`src/rtl/sata_wrapper_define.svh`:
```
// Shared SATA wrapper types: one transmitted dword with its K-character flags.
`ifndef SATA_WRAPPER_DEFINE_SVH
`define SATA_WRAPPER_DEFINE_SVH

typedef struct packed {
  logic [3:0]  isk;
  logic [31:0] dat;
} sata_dword_t;

`endif

```
`src/rtl/sata_prim_pkg.sv`:
```
// SATA primitive constants and the ALIGN-inserter state type, shared by the TX path.
package sata_prim_pkg;

  `include "sata_wrapper_define.svh"

  localparam logic [31:0] ALIGN_P  = 32'h7B4A_4ABC;
  localparam logic [31:0] SYNC_P   = 32'hB5B5_957C;
  localparam logic [3:0]  PRIM_ISK = 4'b0001;

  // One-hot encoding kept from the legacy design.
  typedef enum logic [2:0] {
    ST_NRDY = 3'b001,
    ST_INS  = 3'b010,
    ST_PASS = 3'b100
  } align_state_t;

  function automatic sata_dword_t prim_dword(input logic [31:0] p);
    sata_dword_t w;
    w.dat = p;
    w.isk = PRIM_ISK;
    return w;
  endfunction

endpackage

```
`src/rtl/sata_link_align_ins_if.sv`:
```
// Link-TX-mux to PHY dword stream through the ALIGN inserter, plus arbiter hint.
interface sata_link_align_ins_if;
  logic [31:0] s_dat;
  logic [3:0]  s_isk;
  logic        s_vld;
  logic        s_rdy;
  logic        m_rdy;
  logic [31:0] m_dat;
  logic [3:0]  m_isk;
  logic        roll_insert;

  // master: link layer / PHY side; slave: the inserter itself
  modport master (
    output s_dat, s_isk, s_vld, m_rdy,
    input  s_rdy, m_dat, m_isk, roll_insert
  );

  modport slave (
    input  s_dat, s_isk, s_vld, m_rdy,
    output s_rdy, m_dat, m_isk, roll_insert
  );
endinterface

```
`src/rtl/sata_link_align_ins.sv`:
```
// TX ALIGN scheduler: ALIGN_NUM ALIGNs every ALIGN_PERIOD dwords, back-pressure and roll_insert.
// Optional SATA_ALIGN_STAT_EN adds an ALIGN-pair counter (align_pair_cnt, stat_clr).
module sata_link_align_ins
  import sata_prim_pkg::*;
#(
  parameter int unsigned ALIGN_PERIOD = 256,
  parameter int unsigned ALIGN_NUM    = 2,
  parameter int unsigned PRE_WARN     = 2
) (
  input  logic                  clk,
  input  logic                  rst_n,
  input  logic                  phyrdy,
  sata_link_align_ins_if.slave  bus
`ifdef SATA_ALIGN_STAT_EN
  ,
  input  logic                  stat_clr,
  output logic [15:0]           align_pair_cnt
`endif
);

  localparam int unsigned CNT_W = $clog2(ALIGN_PERIOD);
  localparam int unsigned INS_W = $clog2(ALIGN_NUM + 1);

  localparam logic [CNT_W-1:0] CNT_WRAP = CNT_W'(ALIGN_PERIOD - ALIGN_NUM - 1);
  localparam logic [CNT_W-1:0] CNT_WARN = CNT_W'(ALIGN_PERIOD - ALIGN_NUM - PRE_WARN);
  localparam logic [INS_W-1:0] INS_LAST = INS_W'(ALIGN_NUM - 1);

  align_state_t     state_q;
  logic [CNT_W-1:0] cnt_q;
  logic [INS_W-1:0] ins_cnt_q;
  sata_dword_t      out_q;
  sata_dword_t      nxt_word;
  logic             beat;
  logic             in_pass;

  assign beat    = bus.m_rdy;
  assign in_pass = (state_q == ST_PASS);

  // A PASS beat with phyrdy low is an abort: nothing is accepted, so send ALIGN.
  always_comb begin
    nxt_word = prim_dword(ALIGN_P);
    if (in_pass && phyrdy) begin
      if (bus.s_vld) begin
        nxt_word.dat = bus.s_dat;
        nxt_word.isk = bus.s_isk;
      end else begin
        nxt_word = prim_dword(SYNC_P);
      end
    end
  end

  always_ff @(posedge clk or negedge rst_n) begin
    if (!rst_n) begin
      state_q   <= ST_NRDY;
      cnt_q     <= '0;
      ins_cnt_q <= '0;
      out_q     <= prim_dword(ALIGN_P);
    end else begin
      if (beat) begin
        out_q <= nxt_word;
      end
      if (!phyrdy) begin
        state_q   <= ST_NRDY;
        cnt_q     <= '0;
        ins_cnt_q <= '0;
      end else begin
        case (state_q)
          ST_NRDY: begin
            state_q   <= ST_INS;
            cnt_q     <= '0;
            ins_cnt_q <= '0;
          end
          ST_INS: begin
            if (beat) begin
              if (ins_cnt_q == INS_LAST) begin
                ins_cnt_q <= '0;
                state_q   <= ST_PASS;
              end else begin
                ins_cnt_q <= ins_cnt_q + INS_W'(1);
              end
            end
          end
          ST_PASS: begin
            if (beat) begin
              if (cnt_q == CNT_WRAP) begin
                cnt_q   <= '0;
                state_q <= ST_INS;
              end else begin
                cnt_q <= cnt_q + CNT_W'(1);
              end
            end
          end
          default: begin
            state_q   <= ST_NRDY;
            cnt_q     <= '0;
            ins_cnt_q <= '0;
          end
        endcase
      end
    end
  end

  assign bus.m_dat       = out_q.dat;
  assign bus.m_isk       = out_q.isk;
  assign bus.s_rdy       = in_pass && bus.m_rdy && phyrdy;
  assign bus.roll_insert = (state_q == ST_NRDY) || (state_q == ST_INS) ||
                           (in_pass && (cnt_q >= CNT_WARN));

`ifdef SATA_ALIGN_STAT_EN
  logic pair_done;

  assign pair_done = (state_q == ST_INS) && phyrdy && beat && (ins_cnt_q == INS_LAST);

  // Clear wins over a coincident increment; the count saturates.
  always_ff @(posedge clk or negedge rst_n) begin
    if (!rst_n) begin
      align_pair_cnt <= '0;
    end else if (stat_clr) begin
      align_pair_cnt <= '0;
    end else if (pair_done && (align_pair_cnt != '1)) begin
      align_pair_cnt <= align_pair_cnt + 16'd1;
    end
  end
`endif

endmodule

```
`src/flat_wrapper.sv`:
```
// flat-port wrapper written by rule: the top's interface ports become plain ports
module sata_link_align_ins_flat import sata_prim_pkg::*;
#(
  parameter int unsigned ALIGN_PERIOD = 256,
  parameter int unsigned ALIGN_NUM    = 2,
  parameter int unsigned PRE_WARN     = 2
)
  (clk, rst_n, phyrdy, bus_s_dat, bus_s_isk, bus_s_vld, bus_m_rdy, bus_s_rdy, bus_m_dat, bus_m_isk, bus_roll_insert);
  sata_link_align_ins_if bus_i ();
  input  logic clk;
  input  logic rst_n;
  input  logic phyrdy;
  input wire logic [$bits(bus_i.s_dat)-1:0] bus_s_dat;
  input wire logic [$bits(bus_i.s_isk)-1:0] bus_s_isk;
  input wire logic [$bits(bus_i.s_vld)-1:0] bus_s_vld;
  input wire logic [$bits(bus_i.m_rdy)-1:0] bus_m_rdy;
  output wire logic [$bits(bus_i.s_rdy)-1:0] bus_s_rdy;
  output wire logic [$bits(bus_i.m_dat)-1:0] bus_m_dat;
  output wire logic [$bits(bus_i.m_isk)-1:0] bus_m_isk;
  output wire logic [$bits(bus_i.roll_insert)-1:0] bus_roll_insert;
  assign bus_i.s_dat = bus_s_dat;
  assign bus_i.s_isk = bus_s_isk;
  assign bus_i.s_vld = bus_s_vld;
  assign bus_i.m_rdy = bus_m_rdy;
  assign bus_s_rdy = bus_i.s_rdy;
  assign bus_m_dat = bus_i.m_dat;
  assign bus_m_isk = bus_i.m_isk;
  assign bus_roll_insert = bus_i.roll_insert;
  sata_link_align_ins #(.ALIGN_PERIOD(ALIGN_PERIOD), .ALIGN_NUM(ALIGN_NUM), .PRE_WARN(PRE_WARN)) u_core (.clk(clk), .rst_n(rst_n), .phyrdy(phyrdy), .bus(bus_i));
endmodule
```
`config.mk`:
```
export PLATFORM = sky130hd
export DESIGN_NAME = sata_link_align_ins_flat
export DESIGN_NICKNAME = d
export VERILOG_FILES = /design/src/rtl/sata_prim_pkg.sv /design/src/rtl/sata_link_align_ins_if.sv /design/src/rtl/sata_link_align_ins.sv /design/src/flat_wrapper.sv
export VERILOG_INCLUDE_DIRS = /design/src /design/src/rtl
export SDC_FILE = /design/constraint.sdc
export NUM_CORES = 1
export LEC_CHECK = 0
export CAP_MARGIN = 30
export CELL_PAD_IN_SITES_DETAIL_PLACEMENT = 0
export CELL_PAD_IN_SITES_GLOBAL_PLACEMENT = 2
export CORE_UTILIZATION = 27
export CTS_CLUSTER_DIAMETER = 120
export CTS_CLUSTER_SIZE = 20
export DETAILED_ROUTE_END_ITERATION = 6
export PLACE_DENSITY_LB_ADDON = 0.1
export SYNTH_ARGS = -nofsm -noshare
export SYNTH_HDL_FRONTEND = slang
export SYNTH_SLANG_ARGS = --single-unit
export TNS_END_PERCENT = 10
```
`constraint.sdc`:
```
create_clock -name clk -period 1.75 [get_ports clk]
set_clock_uncertainty 0.05 [all_clocks]
set_input_delay 0.525 -clock clk [delete_from_list [all_inputs] [get_ports clk]]
set_output_delay 0.525 -clock clk [all_outputs]
set_load 0.01 [all_outputs]
```
==> results.yml, run 1 <==
critical_path:
  cp-start-kind: "flop"
  worst-r2r-cell-count: 6
  path_depth: 4
  cp.arrival_ns: 1.35
  critical_path_buf_inv_count: 2
  worstSetupEndpointType: "output port"
  crit_chain: "buf_4, and4bb_2, and2_4, buf_6"
  critPathMaxStageDelay_ns: 0.43
  path_max_fanout: 3
  required_ns: 1.17
  slowest_stage: "dfrtp_1"
  crit_type: "flop to output port"
  crit_family: "flip-flops"
layout:
  final_cell_area_mm2: 0.00354
  multi_input_area_um2: 952
  final_nets: 372
  drive_gt1_share_pct: 27.9
  regArea_mm2: 0.00125
  post-route-util_pct: 42.9
  area_growth_pct: 53.2
  fillers: 852
  n_antenna_cell: 0
power:
  p_comb_share_pct: 28.3
  p_sw_mw: 0.781
  ir_worst_vdd_v: 0.000346
  switching_share_pct: 28.9
  powerDensity_mw_per_mm2: 763
  power.share.clock_pct: 25.5
  p_seq_share_pct: 46.1
  leakagePower_nw: 1.63
  p_int_mw: 1.92
grt:
  grt_pass1_vias: 1987
  track_usage_pct: 14.5
  grt_first_pass_wirelength_um: 9840
  overflow: 0
  grt_max_degree: 33
  antenna_found_initial: 0
sta:
  maxSlewHeadroom_pct: 66.9
  fmax_mhz: 519
  period_needed_ns: 1.93
  rsz0062_at_grt: "true"
  finalHoldViolCount: 0
  tightest_slew_ns: 0.496
  period_share_pct: 110
  layout_setup_ws_ns: -0.178
  finalSetupViolations: 2
  maxSlewViolCount: 0
detailed_routing:
  first_pass_iters: 4
  drt_iter0_drc: 36
  wirelength_um: 6150
  wl_per_cell_um: 14.1
  drc: 0
  via_per_inst: 4.55
  ant_nets: 0
  dr_total_vias: 1978
placement:
  placed_area_mm2: 0.00339
  hpwl_um: 4380
  port_buffers: 78
  gp_congestion: 0.788
logic_synthesis:
  netlist_instances: 223
  synth_commonest_cells: "33 x a21oi_1, 30 x dfrtp_1, 21 x inv_1, 19 x dfstp_2, 16 x nor2_1"
  synthArstFlopShare_pct: 100
  yosysSeqAreaShare_pct: 54.1
  synth.most_common_cell: "a21oi_1"
  synth_area_leaders: "dfrtp_1 32%, dfstp_2 22%, a21oi_1 7.1%"
  syn_nets: 266
  synth_edf_count: 0
  synth_ff_type: "dfrtp_1"
  yosys_warnings: 0
  ys_ff_latch: 49
  avgSynthCellArea_um2: 10.4
  synth_top_area_share_pct: 32.5
  netlist_area_mm2: 0.00231
  ys_types: 42
  yosys.area.top_type: "dfrtp_1"
floorplanning:
  dieArea_mm2: 0.00894
  start_util_pct: 28.0
  core_area_mm2: 0.00826
  die_h_um: 94.5
  io_pins: 79
  die_x_um: 94.5
  row_count: 33
clocking:
  numCtsBuffers: 5
  cts.hold.buffers_added: 0
  root_buffer: "clkbuf_8"
  path_clk_slew_ns: 0.11
  clock-sinks: 49
  clock_path_buffers: 2
  clkLatencyLatePin_ns: 0.31
  cts_tree: "done"
  ctsHtreeMaxLevel: 2
outcome:
  violations: "negative setup slack"
  outcome: "finished with violations"
worst_hold_path:
  hp-class: "primary input to async pin"
job:
  max-cap-violations: 0
cells in the final DEF (no fill, tap or decap), drive strengths merged, types with 5 or more instances in the layout:
cell	n
o21ai	12
nand2	15
o22a	8
a31oi	7
clkbuf	5
a21oi	33
dfrtp	30
inv	22
mux2	13
dfstp	19
dlygate4sd2	34
buf	40
nor2	16
clkdlybuf4s50	37
per-stage QoR:
step | setup TNS [ns] | hold slack, ns | power, mW | worst slack (ns) | cells
after floorplan | 0 | 0.179 | 1.57 | 0.0880 | 223
after global placement | -15.41 | 0.426 | 1.94 | -0.751 | 421
after detailed placement | -16.38 | 0.431 | 1.93 | -0.746 | 421
after CTS | -0.383 | 0.132 | 2.73 | -0.188 | 435
after global routing | -0.792 | 0.132 | 2.87 | -0.243 | 435
final | -0.329 | 0.114 | 2.70 | -0.178 | 435
power groups by stage:
stage          registers, mW  logic [mW]  clock network [mW]
6_report                1.25       0.766               0.690
3_5_place_dp            1.26       0.678                   0
4_1_cts                 1.24       0.753               0.730
5_1_grt                 1.26       0.840               0.773
2_1_floorplan           1.25       0.320                   0
3_3_place_gp            1.25       0.681                   0
state kept, by name (all words and copies together) (netlist names):
signal,count
u_core.state_q,3
u_core.ins_cnt_q,2
u_core.bus.m_dat,32
u_core.cnt_q,8
u_core.bus.m_isk,4
cells by family (layout without fill, tap and decap cells):
kind of cell               after synthesis  count (layout)  synth area share (%)
AOI/OAI and AO/OA                       69              69                  19.0
muxes                                   15              15                  7.20
adders and majority gates                2               2                  1.08
xor gates and xnor gates                 3               3                  1.14
DFF                                     49              49                  54.1
and+or+nand+nor                         49              49                  10.7
buffers and inverters                   36             143                  6.76
worst reg2reg max path: stages, from the launching register on:
cell     delay (ns)
dfrtp_2        0.46
buf_4          0.15
buf_4          0.13
nor3b_1        0.25
o21ai_2        0.11
o21ai_2        0.17
mux2_1         0.33
what timing repair did:
| action | in CTS | in global routing |
|---|---|---|
| pin swaps | 7 | 4 |
| endpoints found under the setup margin | 56 | 15 |
| buffers inserted | 6 | 0 |
| gates resized for setup | 58 | 9 |
| cloned | 0 | 0 |
per-layer routing:
metal | track usage [%] | vias up | wire, µm
met3 | 3.46 | 6 | 330
met5 | 0 | - | 0
li1 | - | 987 | -
met1 | 19.1 | 937 | 2810
met4 | 3.66 | 0 | 58
met2 | 23.9 | 48 | 2950
cell type report:
| class | instances | area share (%) |
|---|---|---|
| flip-flops and latches | 49 | 35.3 |
| repair buffers | 114 | 29.3 |
| multi-input cells | 138 | 26.9 |
| well taps | 105 | 3.71 |
| inverters | 21 | 2.23 |
| clock buffers | 5 | 1.94 |
| clock inverters | 3 | 0.600 |
path summary, 6_finish.rpt:
kind,to,slack (ns),startpoint
setup / recovery,bus_s_rdy,-0.18,u_core.state_q[2]$_DFFE_PN0P_
hold / removal,u_core.bus.m_dat[31]$_DFFE_PN0P_,0.11,rst_n
setup reg to reg,u_core.state_q[1]$_DFFE_PN0P_,0,u_core.state_q[1]$_DFFE_PN0P_
hold reg to reg,u_core.bus.m_dat[30]$_DFFE_PN1P_,0.44,u_core.bus.m_dat[30]$_DFFE_PN1P_
max in group asynchronous,u_core.bus.m_dat[29]$_DFFE_PN1P_,0.98,rst_n
min in group clk,u_core.bus.m_dat[30]$_DFFE_PN1P_,0.44,u_core.bus.m_dat[30]$_DFFE_PN1P_
No activity file was read; power rests on OpenSTA's default activity.
==> run 2, diff against run 1 <==
--- a/config.mk
+++ b/config.mk
@@ -6,7 +6,6 @@
 export SDC_FILE = /design/constraint.sdc
 export NUM_CORES = 1
 export LEC_CHECK = 0
-export CAP_MARGIN = 30
 export CELL_PAD_IN_SITES_DETAIL_PLACEMENT = 0
 export CELL_PAD_IN_SITES_GLOBAL_PLACEMENT = 2
 export CORE_UTILIZATION = 27
==> results of run 2 <==
The final DEF is identical to that of run 1; final timing and power are the same.
==> run 3, diff against run 2 <==
--- a/config.mk
+++ b/config.mk
@@ -8,7 +8,8 @@
 export LEC_CHECK = 0
 export CELL_PAD_IN_SITES_DETAIL_PLACEMENT = 0
 export CELL_PAD_IN_SITES_GLOBAL_PLACEMENT = 2
-export CORE_UTILIZATION = 27
+export CORE_UTILIZATION = 28
+export CTS_BUF_LIST = sky130_fd_sc_hd__clkbuf_8
 export CTS_CLUSTER_DIAMETER = 120
 export CTS_CLUSTER_SIZE = 20
 export DETAILED_ROUTE_END_ITERATION = 6
==> run 3 against run 2 <==
The flow still finishes with violations (negative setup slack). Sequential power is essentially flat. Non-clock buffer count grew 2. Sequential share of layout area grew 0.065 points. Critical path type unchanged. Maximum frequency grew 0.78%. Largest power group unchanged.
==> results.yml, run 3 (synthesis results as in run 1) <==
outcome:
  outcome: "finished with violations"
  violations: "negative setup slack"
layout:
  final_nets: 374
  n_antenna_cell: 0
  area_growth_pct: 52.8
  final_cell_area_mm2: 0.00353
  final_cell_mix: "37 x clkdlybuf4s50_1, 37 x dlygate4sd2_1, 33 x a21oi_1, 33 x buf_4, 30 x dfrtp_1"
  fillers: 817
  largest_reg_flops: 32
  regArea_mm2: 0.00125
  drive_gt1_share_pct: 27.7
  multi_input_area_um2: 951
sta:
  hold_slack_ns: 0.164
  period_needed_ns: 1.91
  finalHoldViolCount: 0
  tns_ns: -0.285
  period_share_pct: 109
  fmax_mhz: 523
  layout_setup_ws_ns: -0.163
  maxSlewViolCount: 0
  maxSlewHeadroom_pct: 79.8
  rsz0062_at_grt: "true"
  finalSetupViolations: 2
  tightest_slew_ns: 0.302
detailed_routing:
  wl_per_cell_um: 13.8
  drt_iter0_drc: 75
  first_pass_iters: 4
  dr_total_vias: 1986
  ant_nets: 0
  drc: 0
  wirelength_um: 5990
  via_per_inst: 4.58
grt:
  grt_max_degree: 50
  track_usage_pct: 14.5
  grt_first_pass_wirelength_um: 9830
  grt_pass1_vias: 2002
  overflow: 0
  antenna_found_initial: 0
critical_path:
  required_ns: 1.17
  cpMostUsedCell: "buf_6"
  slowest_stage: "dfrtp_1"
  critPathMaxStageDelay_ns: 0.42
  cp-start-kind: "flop"
  crit_type: "flop to output port"
  worstSetupEndpointType: "output port"
  cp.arrival_ns: 1.34
  path_max_fanout: 3
  crit_chain: "buf_6, and4bb_2, and2_4, buf_6"
clocking:
  clock-sinks: 49
  numCtsBuffers: 5
  cts.hold.buffers_added: 0
  clkLatencyLatePin_ns: 0.29
  root_buffer: "clkbuf_8"
  path_clk_slew_ns: 0.09
  ctsHtreeMaxLevel: 2
  clock_path_buffers: 2
  cts_tree: "done"
power:
  powerDensity_mw_per_mm2: 740
  leakagePower_nw: 1.63
  fin_total_pwr_mw: 2.61
  ir_worst_vdd_v: 0.000311
worst_hold_path:
  hp-class: "primary input to async pin"
job:
  max-cap-violations: 0
floorplanning:
  core_area_mm2: 0.00785
  io_pins: 79
  dieArea_mm2: 0.00863
  die_x_um: 92.9
  start_util_pct: 29.5
  die_h_um: 92.9
  row_count: 32
placement:
  preCtsSetupSlack_ns: -0.787
  hpwl_um: 4040
  port_buffers: 78
  placed_area_mm2: 0.00338
  gp_congestion: 0.709
run 3: cell count changes in the layout (fill, tap and decap cells not counted), moves of 2 or more:
cell	change
clkdlybuf4s15_1	-3
buf_6	-2
dlygate4sd2_1	+3
buf_4	+4
run 3: worst paths after layout:
path | from | to | slack (ns) | cells after the start
max in group asynchronous | rst_n | u_core.bus.m_dat[27]$_DFFE_PN1P_ | 1.20 | 2
min in group clk | u_core.bus.m_dat[14]$_DFFE_PN1P_ | u_core.bus.m_dat[14]$_DFFE_PN1P_ | 0.44 | 2
setup / recovery | u_core.state_q[2]$_DFFE_PN0P_ | bus_s_rdy | -0.16 | 4
hold reg to reg | u_core.bus.m_dat[14]$_DFFE_PN1P_ | u_core.bus.m_dat[14]$_DFFE_PN1P_ | 0.44 | 2
hold / removal | rst_n | u_core.cnt_q[1]$_DFFE_PN0P_ | 0.16 | 2
setup reg to reg | u_core.state_q[1]$_DFFE_PN0P_ | u_core.cnt_q[4]$_DFFE_PN0P_ | 0.01 | 7
run 3: final cells by class:
| type | count | share of cell area (%) |
|---|---|---|
| flip-flops and latches | 49 | 35.4 |
| repair buffers | 116 | 29.5 |
| multi-input cells | 138 | 26.9 |
| well taps | 102 | 3.61 |
| inverters | 21 | 2.23 |
| clock buffers | 5 | 1.95 |
| clock inverters | 3 | 0.390 |
run 3: where the power goes:
part	switching, mW	leakage (nW)	internal, mW
registers	0.0411	0.618	1.20
logic	0.322	0.964	0.413
clock network	0.365	0.0491	0.272
total	0.728	1.63	1.88
run 3: critical path, delay by kind of cell (launching register included):
family        cells  cell delay [ns]
flops             1             0.42
simple gates      2             0.38
buf+inv           2             0.24
run 3: metal layers:
metal  track usage (%)  up-vias  wire length, µm  part of all wire [%]
met5                 0        -                0                     0
met4              2.69        0               30                  0.50
met3              3.45        2              305                   5.1
met2              24.4       48             2840                    47
met1              19.1      954             2820                    47
li1                  -      982                -                     -
run 3: what timing repair did:
item,CTS,global route
resized for setup,55,5
setup buffers,7,1
endpoints found under the setup margin,67,11
pin swaps,5,2
run 3: through the flow:
step / util, % / std cells
after floorplan: - / 223
after global placement: 43.1 / 418
after detailed placement: 43.1 / 418
after CTS: 44.7 / 433
after global routing: 45.0 / 434
final: 45.0 / 434
